<file path="src/rtl/udp_rx_parser.sv">
// udp_rx_parser: strips Ethernet/IPv4/UDP headers from an Avalon-ST frame
// stream and forwards the UDP payload.
//   clk, reset_n           : rising-edge clock, async active-low reset
//   in_*  / in_ready       : Avalon-ST sink, first byte on data[31:24]
//   out_* / out_ready      : Avalon-ST payload source, one register stage
//   hdr_valid + header outs: one-cycle pulse when the header fields update
//   frames_ok/dropped/runt : 16-bit wrapping frame counters
module udp_rx_parser #(
    parameter int          DATA_WIDTH      = 32,
    parameter int          ERROR_WIDTH     = 2,
    parameter logic [15:0] DST_PORT_FILTER = 16'h0000
) (
    input  logic                   clk,
    input  logic                   reset_n,
    input  logic [DATA_WIDTH-1:0]  in_data,
    input  logic                   in_valid,
    input  logic                   in_sop,
    input  logic                   in_eop,
    input  logic [1:0]             in_empty,
    input  logic [ERROR_WIDTH-1:0] in_error,
    output logic                   in_ready,
    output logic [DATA_WIDTH-1:0]  out_data,
    output logic                   out_valid,
    output logic                   out_sop,
    output logic                   out_eop,
    output logic [1:0]             out_empty,
    output logic [ERROR_WIDTH-1:0] out_error,
    input  logic                   out_ready,
    output logic                   hdr_valid,
    output logic [47:0]            src_mac,
    output logic [47:0]            dst_mac,
    output logic [31:0]            src_ip,
    output logic [31:0]            dst_ip,
    output logic [15:0]            src_port,
    output logic [15:0]            dst_port,
    output logic [15:0]            udp_length,
    output logic [15:0]            ip_total_len,
    output logic [7:0]             ttl,
    output logic [15:0]            frames_ok,
    output logic [15:0]            frames_dropped,
    output logic [15:0]            frames_runt
);
    typedef enum logic [1:0] {IDLE, HDR, PAYLOAD, DROP} state_t;
    typedef struct packed {
        logic [DATA_WIDTH-1:0]  data;
        logic                   sop;
        logic                   eop;
        logic [1:0]             empty;
        logic [ERROR_WIDTH-1:0] error;
    } beat_t;

    localparam logic [3:0] LAST_W = 4'd10;

    state_t      state, state_nxt;
    logic [3:0]  cnt, cnt_nxt;
    beat_t       ob;
    logic        first;
    logic        out_free, take, hdr_fail;
    logic        ev_w0, ev_runt, ev_drop, ev_hdr, ev_ok, ev_pay, ev_abort;
    logic [47:0] sh_dmac, sh_smac;
    logic [31:0] sh_sip, sh_dip;
    logic [15:0] sh_sport, sh_dport, sh_tlen;
    logic [7:0]  sh_ttl;

    assign out_free = !out_valid || out_ready;
    assign take     = in_valid && in_ready;

    // Field checks for the header word currently on the input.
    always_comb begin
        hdr_fail = (in_error != '0);
        case (cnt)
            4'd3: if (in_data[15:0] != 16'h0800) hdr_fail = 1'b1;
            4'd4: if (in_data[31:28] != 4'd4 || in_data[27:24] != 4'd5) hdr_fail = 1'b1;
            4'd6: if (in_data[23:16] != 8'h11) hdr_fail = 1'b1;
            4'd9: if (DST_PORT_FILTER != 16'h0 && in_data[15:0] != DST_PORT_FILTER) hdr_fail = 1'b1;
            default: ;
        endcase
    end

    // State register
    always_ff @(posedge clk or negedge reset_n) begin
        if (!reset_n) begin
            state <= IDLE;
            cnt   <= 4'd0;
        end else begin
            state <= state_nxt;
            cnt   <= cnt_nxt;
        end
    end

    // Next-state and event decode
    always_comb begin
        state_nxt = state;
        cnt_nxt   = cnt;
        ev_w0 = 1'b0; ev_runt = 1'b0; ev_drop = 1'b0; ev_hdr = 1'b0;
        ev_ok = 1'b0; ev_pay  = 1'b0; ev_abort = 1'b0;
        case (state)
            IDLE: if (take && in_sop) ev_w0 = 1'b1;
            HDR: if (take) begin
                if (in_sop) begin
                    ev_w0   = 1'b1;
                    ev_runt = 1'b1;
                end else if (cnt != LAST_W && in_eop) begin
                    ev_runt = 1'b1; state_nxt = IDLE; cnt_nxt = 4'd0;
                end else if (hdr_fail) begin
                    ev_drop = 1'b1; state_nxt = in_eop ? IDLE : DROP; cnt_nxt = 4'd0;
                end else if (cnt == LAST_W) begin
                    ev_hdr  = 1'b1;
                    ev_ok   = in_eop;
                    state_nxt = in_eop ? IDLE : PAYLOAD;
                    cnt_nxt = 4'd0;
                end else begin
                    cnt_nxt = cnt + 4'd1;
                end
            end
            PAYLOAD: begin
                // A new sop mid-payload is held off while the truncated
                // frame is closed with an error beat; IDLE then takes it.
                if (in_valid && in_sop) begin
                    if (out_free) begin
                        ev_abort = 1'b1; state_nxt = IDLE;
                    end
                end else if (take) begin
                    ev_pay = 1'b1;
                    if (in_eop) begin
                        ev_ok = 1'b1; state_nxt = IDLE;
                    end
                end
            end
            DROP: if (take) begin
                if (in_sop)      ev_w0 = 1'b1;
                else if (in_eop) state_nxt = IDLE;
            end
            default: state_nxt = IDLE;
        endcase
        if (ev_w0) begin
            if (in_eop) begin
                ev_runt = 1'b1; state_nxt = IDLE; cnt_nxt = 4'd0;
            end else if (in_error != '0) begin
                ev_drop = 1'b1; state_nxt = DROP; cnt_nxt = 4'd0;
            end else begin
                state_nxt = HDR; cnt_nxt = 4'd1;
            end
        end
    end

    // Outputs: sink ready
    always_comb begin
        in_ready = out_free && !(state == PAYLOAD && in_valid && in_sop);
    end

    // Header shadow capture and publish
    always_ff @(posedge clk or negedge reset_n) begin
        if (!reset_n) begin
            sh_dmac <= '0; sh_smac <= '0; sh_sip <= '0; sh_dip <= '0;
            sh_sport <= '0; sh_dport <= '0; sh_tlen <= '0; sh_ttl <= '0;
            hdr_valid <= 1'b0;
            src_mac <= '0; dst_mac <= '0; src_ip <= '0; dst_ip <= '0;
            src_port <= '0; dst_port <= '0; udp_length <= '0;
            ip_total_len <= '0; ttl <= '0;
        end else begin
            hdr_valid <= ev_hdr;
            if (ev_w0) sh_dmac[47:32] <= in_data[15:0];
            if (state == HDR && take && !in_sop) begin
                case (cnt)
                    4'd1: sh_dmac[31:0]  <= in_data;
                    4'd2: sh_smac[47:16] <= in_data;
                    4'd3: sh_smac[15:0]  <= in_data[31:16];
                    4'd4: sh_tlen        <= in_data[15:0];
                    4'd6: sh_ttl         <= in_data[31:24];
                    4'd7: sh_sip         <= in_data;
                    4'd8: sh_dip         <= in_data;
                    4'd9: begin
                        sh_sport <= in_data[31:16];
                        sh_dport <= in_data[15:0];
                    end
                    default: ;
                endcase
            end
            if (ev_hdr) begin
                dst_mac <= sh_dmac; src_mac <= sh_smac;
                src_ip <= sh_sip; dst_ip <= sh_dip;
                src_port <= sh_sport; dst_port <= sh_dport;
                ip_total_len <= sh_tlen; ttl <= sh_ttl;
                udp_length <= in_data[31:16];
            end
        end
    end

    // Payload output register
    always_ff @(posedge clk or negedge reset_n) begin
        if (!reset_n) begin
            ob        <= '0;
            out_valid <= 1'b0;
            first     <= 1'b0;
        end else begin
            if (ev_hdr) first <= 1'b1;
            if (ev_abort) begin
                ob        <= '{data: '0, sop: 1'b0, eop: 1'b1, empty: 2'd3,
                               error: ERROR_WIDTH'(2'b10)};
                out_valid <= 1'b1;
            end else if (ev_pay) begin
                ob        <= '{data: in_data, sop: first, eop: in_eop,
                               empty: in_empty, error: in_error};
                out_valid <= 1'b1;
                first     <= 1'b0;
            end else if (out_ready) begin
                out_valid <= 1'b0;
            end
        end
    end

    assign out_data  = ob.data;
    assign out_sop   = ob.sop;
    assign out_eop   = ob.eop;
    assign out_empty = ob.empty;
    assign out_error = ob.error;

    // Frame counters
    always_ff @(posedge clk or negedge reset_n) begin
        if (!reset_n) begin
            frames_ok <= '0; frames_dropped <= '0; frames_runt <= '0;
        end else begin
            if (ev_ok)   frames_ok      <= frames_ok + 16'd1;
            if (ev_drop) frames_dropped <= frames_dropped + 16'd1;
            if (ev_runt) frames_runt    <= frames_runt + 16'd1;
        end
    end
endmodule

</file>
<file path="config.mk">
export PLATFORM = sky130hd
export DESIGN_NAME = udp_rx_parser
export DESIGN_NICKNAME = d
export VERILOG_FILES = /design/src/rtl/udp_rx_parser.sv
export SDC_FILE = /design/constraint.sdc
export NUM_CORES = 1
export LEC_CHECK = 0
export ABC_AREA = 1
export BUFFER_PORTS_ARGS = -buffer_cell sky130_fd_sc_hd__buf_4
export CAP_MARGIN = 20
export CORE_UTILIZATION = 40
export CTS_CLUSTER_SIZE = 24
export DETAILED_ROUTE_END_ITERATION = 8
export PLACE_DENSITY = 0.62
export SETUP_SLACK_MARGIN = 0.1
export SLEW_MARGIN = 10
export SYNTH_ARGS = -nofsm -noshare
export SYNTH_HDL_FRONTEND = slang
export SYNTH_SLANG_ARGS = --single-unit
</file>
<file path="constraint.sdc">
create_clock -name clk -period 4.15 [get_ports clk]
set_input_delay 0.6225 -clock clk [delete_from_list [all_inputs] [get_ports clk]]
set_output_delay 0.6225 -clock clk [all_outputs]
set_load 0.01 [all_outputs]
</file>
==> summary.md, run 1 <==
| Metric | Value |
|---|---|
| # setup viols final | 0 |
| Number of diodes | 0 |
| Worst-path clk slew | 60 ps |
| Share of post-route cells with drive strength above 1 | 0.187 |
| Synth warnings | 0 |
| Req. time, crit path | 4630 ps |
| Total die area | 54900 sq um |
| Hold WS | 140 ps |
| Mapped Cells | 2302 |
| Worst Path Arrival | 3510 ps |
| RePlAce Congestion | 0.927 |
| Clock Tree Buf Depth | 3 |
| CP Capture Type | register |
| CP max stage delay | 590 ps |
| Commonest non-fill, non-tap cell in the layout | nand2_1 |
| Cell Int Power | 10.5 mW |
| Maximum clock frequency | 330 MHz |
| Tcrit/Tclk final | 0.730 |
| CTS tree | done |
| EDFF count, synth | 0 |
| CTS root buffer | clkbuf_16 |
| Synth Area per Inst | 9.38 sq um |
| Hold Buf Count CTS | 0 |
| Seq. cell area | 13600 sq um |
| GRT overflow | 0 |
| Register area share after synthesis | 0.629 |
| Multi-input logic area | 6400 sq um |
| Vias in the first global route | 16200 |
| Largest net degree at the start of global routing | 168 |
| Skew-Pair Late Insertion Delay | 620 ps |
| Initial antenna violation count | 0 |
| CP Max Fanout | 41 |
| # DRC | 0 |
| Power Density | 562 nW/um^2 |
| Total GRT Usage | 0.234 |
| Crit path cell chain | inv_1 > ha_1 > nand2_1 > nand2_1 > inv_2 > nand2_1 > nor2_2 > nand2_4 > inv_4 > nand3_2 > buf_4 > nand2_1 > o21ai_0 |
| Core area | 53000 sq um |
| Pre-antenna DRT Iters | 5 |
| CTS Buf Count | 58 |
| Peak supply drop | 0.000346 V |
| Via count | 16800 |
| Relative slew slack | 0.332 |
| Die height | 234 um |
| Status | finished, final reports clean |
| Post-Syn Area | 21600 sq um |
| Total power | 15.0 mW |
| Gate power share | 0.192 |
| Final core utilization | 0.504 |
| Clock power frac | 0.342 |
| First-pass GRT wire length | 97.9 mm |
| Lkg Pwr | 13.7 nW |
| Post-synth cell types | 34 |
| Net switching power | 4.48 mW |
| Fin nets | 2694 |
| Antenna Nets Post-Route | 0 |
| RSZ-0062 raised after global routing | false |
| Sw frac | 0.299 |
| DR WL/cell | 18.8 um |
| Final wirelength | 63.5 mm |
| Slew at the pin with the worst max-slew slack | 1000 ps |
| CP startpoint kind | register |
| Setup bufs post-CTS | 0 |
| Share of power burned in registers | 0.466 |
| Seq cells post-synth | 543 |
| Max_cap viols | 0 |
| Post-Place Worst Slack | 969 ps |
| Worst path most repeated cell | nand2_1 |
| Vias per inst | 4.98 |
| Fin worst setup slack | 1120 ps |
| Number of I/O pins | 363 |
| Fin. Hold Viols | 0 |
| Port bufs | 362 |
| Die width | 234 um |
| H-tree levels | 2 |
| Syn_nets | 2352 |
| Commonest non-fill, non-tap cells in the layout | 754 x nand2_1, 543 x dfrtp_1, 377 x buf_4 |
| DR iter-0 viols | 1586 |
| CP max stage cell | nand3_2 |
| Clk_skew | 10.7 ps |
| Post-CTS sizing | 0 |
| Max-slew violation total from the final report | 0 |
| Number of fillers in the final layout | 4949 |
| # rows | 84 |
| Setup TNS | 0 ps |
| Initial Utilization | 0.408 |
| Post-layout min period | 3030 ps |
| Crit path kind | reg2reg |
| Hold crit path type | in2async |
| Clock net sink count | 543 |
| Layout area overhead | 23.5% |
| HPWL reported at the end of detailed placement | 44.6 mm |
| Async SR Flop Fraction | 1.00 |
| Prevailing post-synth register cell | dfrtp_1 |
==> kinds of logic (layout without fill, tap and decap cells) <==
group,Yosys count,after routing,synth area share
xor+xnor,41,41,0.0166
buf+inv,352,734,0.0759
simple gates,901,901,0.166
compound gates,457,457,0.107
fa+ha+maj,8,8,0.00464
flops,543,543,0.629
==> power by group through the flow <==
stage	logic (mW)	registers [mW]	clock network, mW
after detailed placement	2.89	7.06	0
final	2.87	6.98	5.12
after CTS	2.91	6.98	5.24
after global routing	3.26	7.11	5.43
after floorplan	1.42	7.09	0
after global placement	2.82	7.04	0
==> worst paths after layout <==
kind / from / slack [ps] / cells after the start / end
worst max-delay path: state[0] / 1120 / 13 / sh_sip[21]
worst min-delay path: reset_n / 140 / 1 / sh_dmac[9]
worst max register to register: state[0] / 1120 / 13 / sh_sip[21]
worst min register to register: sh_dip[9] / 470 / 2 / dst_ip[9]
max in group asynchronous: reset_n / 2930 / 2 / sh_ttl[0]
min in group clk: in_empty[0] / 230 / 2 / out_empty[0]
==> layout make-up <==
type	count	area share
flip-flops and latches	543	0.509
multi-input cells	1407	0.240
inverters	248	0.0350
clock inverters	12	0.00591
well taps	688	0.0323
repair buffers	386	0.113
clock buffers	88	0.0646
==> flip-flops by register name, indices dropped and copies added (netlist names), 32 cells and up <==
name / count
dst_ip: 32
dst_mac: 48
out_data: 32
sh_dip: 32
sh_dmac: 48
sh_sip: 32
sh_smac: 48
src_ip: 32
src_mac: 48
==> stage by stage <==
step                area [sq um]  std cells
finish                     26700       3372
floorplan                  21600       2302
global placement           24800       3272
global route               26700       3372
CTS                        26700       3372
detailed placement         24800       3272
==> synth_stat cells (21+ instances only) <==
master    number  area, sq um
nor2_1        48          180
buf_6         35          394
buf_2         30          150
xor2_1        37          324
nand3_1       44          220
nor3_1        21          105
inv_1        240          901
o21ai_0      256         1280
nand2_1      754         2830
clkbuf_1      34          128
dfrtp_1      543        13600
o21ai_1      187          936
==> critical path, delay by kind of cell, from the launching register on <==
| family | cells | cell delay [ps] |
|---|---|---|
| AOI/OAI and AO/OA | 1 | 90 |
| adders and majority gates | 1 | 250 |
| buffers and inverters | 4 | 790 |
| DFF | 1 | 420 |
| and+or+nand+nor | 7 | 1320 |
==> layer usage <==
metal,up-vias,GRT usage,share of wire
li1,7943,-,-
met1,8220,0.345,0.47
met2,535,0.333,0.43
met3,91,0.0632,0.077
met4,0,0.0704,0.028
met5,-,0,0
(Power assumes the default switching activity.)
==> inputs of run 2 (changes only) <==
--- a/config.mk
+++ b/config.mk
@@ -5,7 +5,7 @@
 export SDC_FILE = /design/constraint.sdc
 export NUM_CORES = 1
 export LEC_CHECK = 0
-export ABC_AREA = 1
+export ABC_AREA = 0
 export BUFFER_PORTS_ARGS = -buffer_cell sky130_fd_sc_hd__buf_4
 export CAP_MARGIN = 20
 export CORE_UTILIZATION = 40
==> constraint.sdc (replaced) <==
create_clock -name clk -period 3.1 [get_ports clk]
set_input_delay 0.465 -clock clk [delete_from_list [all_inputs] [get_ports clk]]
set_output_delay 0.465 -clock clk [all_outputs]
set_load 0.01 [all_outputs]
==> summary.md, run 2 <==
| Metric | Value |
|---|---|
| Die height | 233 um (-0.65%) |
| Antenna Nets Post-Route | 0 (unchanged) |
| Ranking of synthesized cells by area | dfrtp_1 64%, mux2_2 23%, nand2b_1 1.1%, nand2_1 1.1%, xnor2_1 0.99% |
| Post-Syn Area | 21300 sq um (-1.3%) |
| RSZ-0062 raised after global routing | false |
| EDFF count, synth | 0 (unchanged) |
| Async SR Flop Fraction | 1.00 (unchanged) |
| Via count | 12900 (-23%) |
| Post-Place Worst Slack | 247 ps (-722 ps) |
| FF-to-FF setup slack | 330 ps (-790 ps) |
| Req. time, crit path | 3560 ps (-1070 ps) |
| Top-count cell post-synth | dfrtp_1 |
| DR WL/cell | 20.8 um (+10%) |
| Initial antenna violation count | 0 (unchanged) |
| Synth area leader | dfrtp_1 |
| Clock net sink count | 543 (unchanged) |
| Hold crit path type | in2reg |
| Commonest non-fill, non-tap cells in the layout | 543 x dfrtp_1, 435 x mux2_2, 394 x buf_4 |
| CP startpoint kind | register |
| Total GRT Usage | 0.197 (-0.0361) |
| Vias in the first global route | 13300 (-18%) |
| Hold_sp | in_empty[0] |
| Prevailing post-synth register cell | dfrtp_1 |
| CTS tree | done |
| Post-CTS sizing | 0 (unchanged) |
| Multi-input logic area | 7360 sq um (+15%) |
| Seq cells post-synth | 543 (unchanged) |
| Core area | 52600 sq um (-0.79%) |
| First-pass GRT wire length | 81.7 mm (-16%) |
| Share of post-route cells with drive strength above 1 | 0.517 (+0.330) |
| Largest net degree at the start of global routing | 100 (-40%) |
| Synth top cells by count | 543 x dfrtp_1, 435 x mux2_2, 62 x nand2_1 |
| Worst Hold Depth | 3 |
| Number of I/O pins | 363 (unchanged) |
| Fin. Hold Viols | 0 (unchanged) |
| Hold path endpoint | out_empty[0] |
| Slew at the pin with the worst max-slew slack | 878 ps (-124 ps) |
| Layout area overhead | 27.0% |
| Final core utilization | 0.515 (+0.0112) |
| # rows | 84 (unchanged) |
| Initial Utilization | 0.405 (-0.00212) |
| Pre-antenna DRT Iters | 4 (-1) |
| Worst Path Arrival | 3230 ps (-280 ps) |
| Mapped Cells | 1420 (-38%) |
| Maximum clock frequency | 361 MHz (+9.4%) |
| Finished Cell Area | 27100 sq um (+1.4%) |
| Synth warnings | 0 (unchanged) |
| R2R depth | 7 (-6) |
| Number of fillers in the final layout | 4538 (-8.3%) |
| Fin worst setup slack | 331 ps (-789 ps) |
| RePlAce Congestion | 0.791 (-15%) |
| Total die area | 54200 sq um (-1.3%) |
| Hold Buf Count CTS | 1 (+1) |
| Number of diodes | 0 (unchanged) |
| Setup TNS | 0 ps (unchanged) |
| Vias per inst | 5.07 (+1.8%) |
| Synth Area per Inst | 15.0 sq um (+60%) |
| Crit Reg-Reg Endpoint | dst_ip[4] |
| HPWL reported at the end of detailed placement | 35.3 mm (-21%) |
| Non-Filler Instances | 2543 (-25%) |
| Post-layout min period | 2770 ps (-261 ps) |
| R2R Path Start | state[1] |
| DR iter-0 viols | 591 (-63%) |
| CTS root buffer | clkbuf_16 |
| Syn_nets | 1470 (-38%) |
| Register area share after synthesis | 0.638 (+0.00835) |
| Dpl cell area | 25000 sq um (+0.98%) |
| # DRC | 0 (unchanged) |
| Power Density | 648 nW/um^2 (+15%) |
| Seq. cell area | 13600 sq um (unchanged) |
| Die width | 233 um (-0.65%) |
| Max_cap viols | 0 (unchanged) |
| Skew-Pair Late Insertion Delay | 600 ps (-20 ps) |
| Crit path kind | reg2reg |
| H-tree levels | 2 (unchanged) |
| Peak supply drop | 0.000627 V (+81%) |
| Setup bufs post-CTS | 0 (unchanged) |
| CP Max Fanout | 37 (-9.8%) |
| Clk_skew | 27.2 ps (+16.5 ps) |
| Port bufs | 362 (unchanged) |
| # setup viols final | 0 (unchanged) |
| Post-synth top area share | 0.638 (+0.00835) |
| Commonest non-fill, non-tap cell in the layout | dfrtp_1 |
| Worst-path clk slew | 60 ps (about the same) |
| Status | finished, final reports clean |
| Clock Tree Buf Depth | 3 (unchanged) |
| Relative slew slack | 0.414 (+0.0826) |
| Final wirelength | 52.9 mm (-17%) |
| GRT overflow | 0 (unchanged) |
| CP Capture Type | register |
| Fin nets | 1860 (-31%) |
| CTS Buf Count | 56 (-3.4%) |
| Max-slew violation total from the final report | 0 (unchanged) |
| Tcrit/Tclk final | 0.893 (+0.163) |
| Lkg Pwr | 13.9 nW (+0.79%) |
| Inst Count DP | 2439 (-25%) |
| Post-synth cell types | 52 (+53%) |
-- run 2: changes by cell type in the layout (fill, tap and decap cells not counted), sizes merged, moves of 29 or more --
cell,change
nor2,-40
inv,-240
nand2,-700
o21ai,-402
nand2b,+39
mux2,+452
nand3,-29
-- run 2: kinds of logic after synthesis --
| logic type | after synthesis | synth area share |
|---|---|---|
| AO/OA/AOI/OAI | 65 | 0.0207 |
| flip-flops | 543 | 0.638 |
| XOR/XNOR | 45 | 0.0185 |
| buffers and inverters | 83 | 0.0192 |
| multiplexers | 452 | 0.239 |
| AND/OR/NAND/NOR | 224 | 0.0603 |
| adder cells (fa/ha/maj) | 8 | 0.00470 |
-- run 2: how the worst max path moves through the flow --
stage	from	cells past startpoint	endpoint	slack, ps
final	state[1]	7	dst_ip[4]	330
after global routing	state[1]	7	dst_port[2]	150
after CTS	state[1]	7	sh_dmac[22]	310
after detailed placement	in_data[4]	7	frames_dropped[1]	250
after global placement	in_data[4]	7	frames_dropped[1]	270
after floorplan	state[1]	7	sh_smac[10]	730
-- run 2: power by group --
part | internal (mW) | switching (mW)
registers | 7.79 | 0.424
clock network | 4.42 | 2.77
logic | 1.03 | 1.10
-- run 2: layer usage --
layer / part of all wire / routed length (um) / GRT usage / vias up
met4: 0.021 / 1110 / 0.0511 / 0
li1: - / - / - / 5801
met5: 0 / 0 / 0 / -
met2: 0.48 / 25300 / 0.318 / 345
met1: 0.43 / 22800 / 0.260 / 6670
met3: 0.071 / 3750 / 0.0571 / 71
-- run 2: worst max-delay path, cell delays in order (launching register included) --
cell and delay [ps]:
dfrtp_1 420, inv_1 120, ha_1 330, nand4b_4 270, nor4_4 470, buf_12 290
buf_4 350, mux2_2 380
-- run 2: cell type report --
| cell class | count | share of cell area |
|---|---|---|
| timing repair buffer | 407 | 0.118 |
| tap | 688 | 0.0318 |
| multi-input combinational | 794 | 0.272 |
| clock inverter | 25 | 0.0138 |
| clock buffer | 78 | 0.0604 |
| sequential | 543 | 0.502 |
| inverter | 8 | 0.00111 |
-- run 2: through the flow --
stage | power, mW | hold slack, ps
2_1_floorplan | 9.38 | 169
3_3_place_gp | 10.4 | 461
3_5_place_dp | 10.5 | 470
4_1_cts | 17.8 | 86.2
5_1_grt | 18.3 | 96.1
6_report | 17.5 | 122
